`src/rtl/serv_alu_seq_pkg.sv`:
```
// Shared definitions for the serial ALU sequencer.
//   seq_state_e : sequencer state encoding (IDLE/INIT/RUN)
//   SHAMT_BITS  : number of shift-amount bits loaded during the INIT phase
package serv_alu_seq_pkg;

  typedef enum logic [1:0] {
    SEQ_IDLE = 2'd0,
    SEQ_INIT = 2'd1,
    SEQ_RUN  = 2'd2
  } seq_state_e;

  localparam int unsigned SHAMT_BITS = 5;

endpackage : serv_alu_seq_pkg

```
`src/rtl/serv_bit_cnt.sv`:
```
// Bit-position counter for serial units.
//   clk    : clock, rising edge
//   i_rst  : asynchronous active-high reset (count -> 0)
//   i_clr  : synchronous clear, takes priority over i_inc
//   i_inc  : advance count by one
//   o_cnt  : current bit index
//   o_last : count is at WIDTH-1
module serv_bit_cnt #(
  parameter  int WIDTH = 32,
  localparam int CNT_W = $clog2(WIDTH)
) (
  input  logic             clk,
  input  logic             i_rst,
  input  logic             i_clr,
  input  logic             i_inc,
  output logic [CNT_W-1:0] o_cnt,
  output logic             o_last
);

  logic [CNT_W-1:0] cnt_q;

  always_ff @(posedge clk or posedge i_rst) begin
    if (i_rst) begin
      cnt_q <= '0;
    end else if (i_clr) begin
      cnt_q <= '0;
    end else if (i_inc) begin
      cnt_q <= cnt_q + CNT_W'(1);
    end
  end

  assign o_cnt  = cnt_q;
  assign o_last = (cnt_q == CNT_W'(WIDTH - 1));

endmodule : serv_bit_cnt

```
`src/rtl/serv_alu_seq.sv`:
```
// Sequencer for the bit-serial ALU. Accepts one op over req/ack and drives
// the ALU enable/init/cnt_done/shamt_en strobes plus rd write-back gating.
//   clk, i_rst   : clock, asynchronous active-high reset
//   i_req/o_ack  : request handshake (transfer on i_req & o_ack)
//   i_two_phase  : op needs an INIT phase before RUN
//   i_shift      : op is a shift (shamt loaded during INIT)
//   i_flush      : abandon current op / block acceptance in IDLE
//   o_en, o_init, o_cnt_done, o_shamt_en : ALU strobes
//   o_cnt        : bit index within current phase
//   o_rd_en      : write-back enable (RUN only)
//   o_busy       : op in progress
//   o_done       : one-cycle pulse after the last RUN bit
module serv_alu_seq
  import serv_alu_seq_pkg::*;
#(
  parameter  int WIDTH = 32,
  localparam int CNT_W = $clog2(WIDTH)
) (
  input  logic             clk,
  input  logic             i_rst,
  input  logic             i_req,
  output logic             o_ack,
  input  logic             i_two_phase,
  input  logic             i_shift,
  input  logic             i_flush,
  output logic             o_en,
  output logic             o_init,
  output logic             o_cnt_done,
  output logic             o_shamt_en,
  output logic [CNT_W-1:0] o_cnt,
  output logic             o_rd_en,
  output logic             o_busy,
  output logic             o_done
);

  seq_state_e state_q, state_d;
  logic       shift_q;
  logic       done_q, done_d;
  logic       xfer;
  logic       cnt_clr, cnt_inc, cnt_last;
  logic [CNT_W-1:0] cnt;

  serv_bit_cnt #(.WIDTH(WIDTH)) u_bit_cnt (
    .clk    (clk),
    .i_rst  (i_rst),
    .i_clr  (cnt_clr),
    .i_inc  (cnt_inc),
    .o_cnt  (cnt),
    .o_last (cnt_last)
  );

  // A flush in IDLE still shows ack but suppresses the transfer.
  assign xfer = (state_q == SEQ_IDLE) && i_req && !i_flush;

  always_comb begin
    state_d = state_q;
    cnt_clr = 1'b0;
    cnt_inc = 1'b0;
    done_d  = 1'b0;
    unique case (state_q)
      SEQ_IDLE: begin
        if (xfer) begin
          state_d = i_two_phase ? SEQ_INIT : SEQ_RUN;
          cnt_clr = 1'b1;
        end
      end
      SEQ_INIT: begin
        if (i_flush) begin
          state_d = SEQ_IDLE;
          cnt_clr = 1'b1;
        end else if (cnt_last) begin
          state_d = SEQ_RUN;
          cnt_clr = 1'b1;
        end else begin
          cnt_inc = 1'b1;
        end
      end
      SEQ_RUN: begin
        if (i_flush) begin
          state_d = SEQ_IDLE;
          cnt_clr = 1'b1;
        end else if (cnt_last) begin
          state_d = SEQ_IDLE;
          cnt_clr = 1'b1;
          done_d  = 1'b1;
        end else begin
          cnt_inc = 1'b1;
        end
      end
      default: begin
        state_d = SEQ_IDLE;
        cnt_clr = 1'b1;
      end
    endcase
  end

  always_ff @(posedge clk or posedge i_rst) begin
    if (i_rst) begin
      state_q <= SEQ_IDLE;
      shift_q <= 1'b0;
      done_q  <= 1'b0;
    end else begin
      state_q <= state_d;
      done_q  <= done_d;
      // Shift flag only matters for two-phase ops, so fold that in here.
      if (xfer) begin
        shift_q <= i_shift & i_two_phase;
      end
    end
  end

  assign o_ack      = (state_q == SEQ_IDLE);
  assign o_busy     = (state_q != SEQ_IDLE);
  assign o_en       = o_busy;
  assign o_init     = (state_q == SEQ_INIT);
  assign o_rd_en    = (state_q == SEQ_RUN);
  assign o_cnt_done = o_busy && cnt_last;
  assign o_shamt_en = o_init && shift_q && (cnt < CNT_W'(SHAMT_BITS));
  assign o_cnt      = cnt;
  assign o_done     = done_q;

endmodule : serv_alu_seq

```
`config.mk`:
```
export PLATFORM = sky130hd
export DESIGN_NAME = serv_alu_seq
export DESIGN_NICKNAME = d
export VERILOG_FILES = /design/src/rtl/serv_alu_seq_pkg.sv /design/src/rtl/serv_bit_cnt.sv /design/src/rtl/serv_alu_seq.sv
export SDC_FILE = /design/constraint.sdc
export NUM_CORES = 1
export LEC_CHECK = 0
export CAP_MARGIN = 5
export CORE_UTILIZATION = 35
export CTS_BUF_LIST = sky130_fd_sc_hd__clkbuf_16
export CTS_CLUSTER_DIAMETER = 40
export DETAILED_ROUTE_END_ITERATION = 16
export PLACE_DENSITY = 0.64
export REMOVE_ABC_BUFFERS = 1
export SYNTH_ARGS = -nofsm -noshare
export SYNTH_HDL_FRONTEND = slang
export SYNTH_SLANG_ARGS = --single-unit
```
`constraint.sdc`:
```
create_clock -name clk -period 5.95 [get_ports clk]
set_input_delay 1.19 -clock clk [delete_from_list [all_inputs] [get_ports clk]]
set_output_delay 1.19 -clock clk [all_outputs]
set_load 0.05 [all_outputs]
```
==> impl_metrics.prom <==
# TYPE chip_impl_metric gauge
chip_impl_metric{name="cts_max_path_buffers",unit=""} 2
chip_impl_info{name="post_synth_main_area_contributors",value="sky130_fd_sc_hd__dfrtp_1 (39%), sky130_fd_sc_hd__ha_1 (13%), sky130_fd_sc_hd__nand2_1 (4.6%), sky130_fd_sc_hd__a21oi_1 (3.5%), sky130_fd_sc_hd__o21ai_0 (3.5%)"} 1
chip_impl_metric{name="remaining_drc_errors",unit=""} 0
chip_impl_metric{name="path_max_fanout",unit=""} 8
chip_impl_metric{name="finalHoldWorstSlack",unit="ns"} 0.472
chip_impl_metric{name="finalCriticalPeriod",unit="ns"} 3.43
chip_impl_info{name="synth.largest_area_cell",value="sky130_fd_sc_hd__dfrtp_1"} 1
chip_impl_metric{name="detailed_place_hpwl",unit="um"} 928
chip_impl_metric{name="drive_gt1_share",unit="%"} 10.0
chip_impl_metric{name="max_cap_viol_count",unit=""} 0
chip_impl_metric{name="final-setup-viol-count",unit=""} 0
chip_impl_metric{name="globalplace.congestion",unit=""} 0.740
chip_impl_metric{name="timing_hold_violations_final",unit=""} 0
chip_impl_metric{name="gr-total-overflow",unit=""} 0
chip_impl_metric{name="dieHeight",unit="um"} 42.4
chip_impl_metric{name="synth_seq_area_share",unit="%"} 39.5
chip_impl_metric{name="final_cell_area",unit="um^2"} 831
chip_impl_metric{name="cts.repair_timing.setup_buffer_count",unit=""} 0
chip_impl_info{name="hold_path.class",value="flip-flop to flip-flop"} 1
chip_impl_info{name="worst-setup-path-type",value="flip-flop to primary output"} 1
chip_impl_metric{name="final-max-slew-violation-count",unit=""} 0
chip_impl_metric{name="slew_headroom",unit="%"} 67.1
chip_impl_metric{name="drt_pass1_iterations",unit=""} 2
chip_impl_metric{name="layout.cells.non_filler",unit=""} 96
chip_impl_metric{name="cts.clk_slew.worst_paths",unit="ns"} 0.04
chip_impl_metric{name="placement_rows",unit=""} 14
chip_impl_metric{name="floorplan.die_area",unit="um^2"} 1800
chip_impl_metric{name="syn_area",unit="um^2"} 571
chip_impl_metric{name="drt-vias-per-instance",unit=""} 4.86
chip_impl_info{name="r2r_start",value="u_bit_cnt.o_cnt[0]"} 1
chip_impl_metric{name="cts_repair_resize_count",unit=""} 0
chip_impl_info{name="ys.flop_type",value="sky130_fd_sc_hd__dfrtp_1"} 1
chip_impl_metric{name="routed_wirelength",unit="um"} 1140
chip_impl_metric{name="cts-buffers-inserted",unit=""} 3
chip_impl_metric{name="power_report.internal_total",unit="uW"} 251
chip_impl_info{name="startpoint",value="u_bit_cnt.o_cnt[0]"} 1
chip_impl_metric{name="synthesis.instances",unit=""} 60
chip_impl_metric{name="finalNetCount",unit=""} 93
chip_impl_metric{name="grt_start_max_net_pins",unit=""} 11
chip_impl_metric{name="synth.lib_cells_used.distinct",unit=""} 24
chip_impl_metric{name="power.switching",unit="uW"} 194
chip_impl_metric{name="cell_count_post_placement",unit=""} 92
chip_impl_metric{name="io_pins",unit=""} 19
chip_impl_info{name="run_status",value="complete, no violations"} 1
chip_impl_metric{name="seqPwrFrac",unit="%"} 20.6
chip_impl_metric{name="crit_share_post_route",unit="%"} 57.6
chip_impl_metric{name="dr_total_vias",unit=""} 467
chip_impl_info{name="rsz0062_at_grt",value="false"} 1
chip_impl_metric{name="antenna_violations_before_repair",unit=""} 0
chip_impl_metric{name="grtUsageTotal",unit="%"} 14.2
chip_impl_metric{name="number_of_global_route_vias_before_repair",unit=""} 449
chip_impl_metric{name="antenna_cells_inserted",unit=""} 0
chip_impl_metric{name="detailedRoute.firstIterationViolations",unit=""} 11
chip_impl_metric{name="start_util",unit="%"} 37.9
chip_impl_metric{name="dieWidth",unit="um"} 42.4
chip_impl_metric{name="yosysWarningCount",unit=""} 0
chip_impl_metric{name="skew",unit="ns"} 0.00163
chip_impl_metric{name="clkSinkCount",unit=""} 9
chip_impl_info{name="timing.hold.worst.start",value="shift_q"} 1
chip_impl_metric{name="ys_async_sr_fraction",unit="%"} 100
chip_impl_metric{name="ir_worst_vdd",unit="mV"} 0.257
chip_impl_metric{name="postRouteAntennaNets",unit=""} 0
chip_impl_metric{name="cp.required",unit="ns"} 4.76
chip_impl_metric{name="clock_latency",unit="ns"} 0.23
chip_impl_metric{name="maxClockFrequency",unit="MHz"} 292
chip_impl_metric{name="postCtsHoldBufs",unit=""} 0
chip_impl_metric{name="synth_enable_flop_cells",unit=""} 0
chip_impl_metric{name="accumulated_negative_setup_slack",unit="ns"} 0
chip_impl_metric{name="syn_area_per_cell",unit="um^2"} 9.51
chip_impl_metric{name="power_leakage",unit="uW"} 0.000372
chip_impl_metric{name="port_buffers",unit=""} 18
chip_impl_metric{name="synth.ff_latch_count",unit=""} 9
chip_impl_info{name="crit_path_end_kind",value="primary output"} 1
chip_impl_metric{name="synth_top_area_share",unit="%"} 39.5
chip_impl_info{name="critical_path.startpoint_type",value="flip-flop"} 1
chip_impl_metric{name="switching_share",unit="%"} 43.6
chip_impl_info{name="clock_tree.root_cell",value="sky130_fd_sc_hd__clkbuf_16"} 1
chip_impl_metric{name="dpl_cell_area",unit="um^2"} 752
chip_impl_info{name="most_common_cell_in_the_synthesized_netlist",value="sky130_fd_sc_hd__dfrtp_1"} 1
chip_impl_metric{name="grt_first_pass_wirelength",unit="um"} 1900
chip_impl_info{name="synth.cells.most_frequent",value="sky130_fd_sc_hd__dfrtp_1 (9), sky130_fd_sc_hd__nand2_1 (7), sky130_fd_sc_hd__ha_1 (6)"} 1
chip_impl_metric{name="power.combinational.fraction",unit="%"} 53.7
chip_impl_info{name="tritoncts_clock_tree",value="done"} 1
chip_impl_metric{name="worst-endpoint-arrival",unit="ns"} 2.24
chip_impl_metric{name="worst_slew_pin_slew",unit="ns"} 0.492
chip_impl_metric{name="post_drt_wl_per_cell",unit="um"} 11.9
chip_impl_metric{name="h-tree-depth",unit=""} 1
chip_impl_metric{name="powerDensity",unit="nW/um^2"} 535
chip_impl_metric{name="pwr-share-clk",unit="%"} 25.7
chip_impl_metric{name="design.core.area",unit="um^2"} 1510
chip_impl_metric{name="area.growth.synth_to_final",unit="%"} 45.6
## power groups by stage
stage               clock (uW)  combinational [uW]  sequential (uW)
global placement             0                 241             91.3
global route               121                 256             95.5
finish                     114                 239             91.6
floorplan                    0                 152              112
detailed placement           0                 240             92.9
CTS                        117                 240             92.1
## cells in the final DEF, fill, tap and decap left out, types with 2 or more instances in the layout
| master | netlist | layout |
|---|---|---|
| sky130_fd_sc_hd__clkdlybuf4s50_1 | 0 | 18 |
| sky130_fd_sc_hd__dfrtp_1 | 9 | 9 |
| sky130_fd_sc_hd__nand2_1 | 7 | 7 |
| sky130_fd_sc_hd__ha_1 | 6 | 6 |
| sky130_fd_sc_hd__inv_1 | 4 | 5 |
| sky130_fd_sc_hd__nor2_1 | 5 | 5 |
| sky130_fd_sc_hd__a21oi_1 | 4 | 4 |
| sky130_fd_sc_hd__o21ai_0 | 4 | 4 |
| sky130_fd_sc_hd__clkbuf_16 | 0 | 3 |
| sky130_fd_sc_hd__and2b_2 | 2 | 2 |
| sky130_fd_sc_hd__nand3_1 | 2 | 2 |
| sky130_fd_sc_hd__nand3b_1 | 2 | 2 |
| sky130_fd_sc_hd__xnor2_1 | 2 | 2 |
## cell type report
type / instances / area (um^2)
clock buffers: 3 / 75.1
fillers: 137 / 676
multi-input cells: 45 / 312
inverters: 4 / 15.0
clock inverters: 1 / 3.75
flip-flops and latches: 9 / 225
well taps: 16 / 20.0
repair buffers: 18 / 180
## per-stage QoR
stage	util, %	power [uW]	setup WS [ns]
floorplan	-	265	2.73
global placement	49.9	332	2.82
detailed placement	49.9	333	2.76
CTS	55.1	449	2.50
global route	55.1	473	2.41
finish	55.1	445	2.52
## layer usage
metal  up-vias  part of all wire [%]  GRT usage, %
met2         9                    47          21.5
met5         -                     0             0
li1        247                     -             -
met4         0                   1.1          5.63
met1       209                    47          17.3
met3         2                   4.4          6.90
## final timing paths
| check | to | slack (ns) | cells after the start |
|---|---|---|---|
| worst max-delay path | o_cnt_done | 2.52 | 5 |
| worst min-delay path | shift_q | 0.47 | 2 |
| worst max register to register | u_bit_cnt.o_cnt[3] | 3.86 | 6 |
| worst min register to register | shift_q | 0.47 | 2 |
| max in group asynchronous | state_q[1] | 4.48 | 2 |
| min in group asynchronous | u_bit_cnt.o_cnt[3] | 1.22 | 2 |
## cells by family (layout without fill, tap and decap cells)
logic type                 after synthesis  in the layout  share of synthesized area [%]
DFF                                      9              9                           39.5
xor gates and xnor gates                 2              2                           3.07
adders and majority gates                6              6                           13.2
AOI/OAI and AO/OA                       11             11                           11.8
and+or+nand+nor                         26             26                           26.5
buffers and inverters                    6             26                           5.92
## sequential cells by signal, summed over array words and instances (netlist names)
register         flops
shift_q              1
state_q              2
u_bit_cnt.o_cnt      5
o_done               1
## worst max-delay path, stage by stage (launching register included)
cell and delay, ns:
sky130_fd_sc_hd__dfrtp_1 0.41, sky130_fd_sc_hd__ha_1 0.18, sky130_fd_sc_hd__and3_1 0.15, sky130_fd_sc_hd__ha_1 0.29
sky130_fd_sc_hd__nor2b_1 0.17, sky130_fd_sc_hd__clkdlybuf4s50_1 0.80
Note: power is estimated with default switching activity, not from simulation.
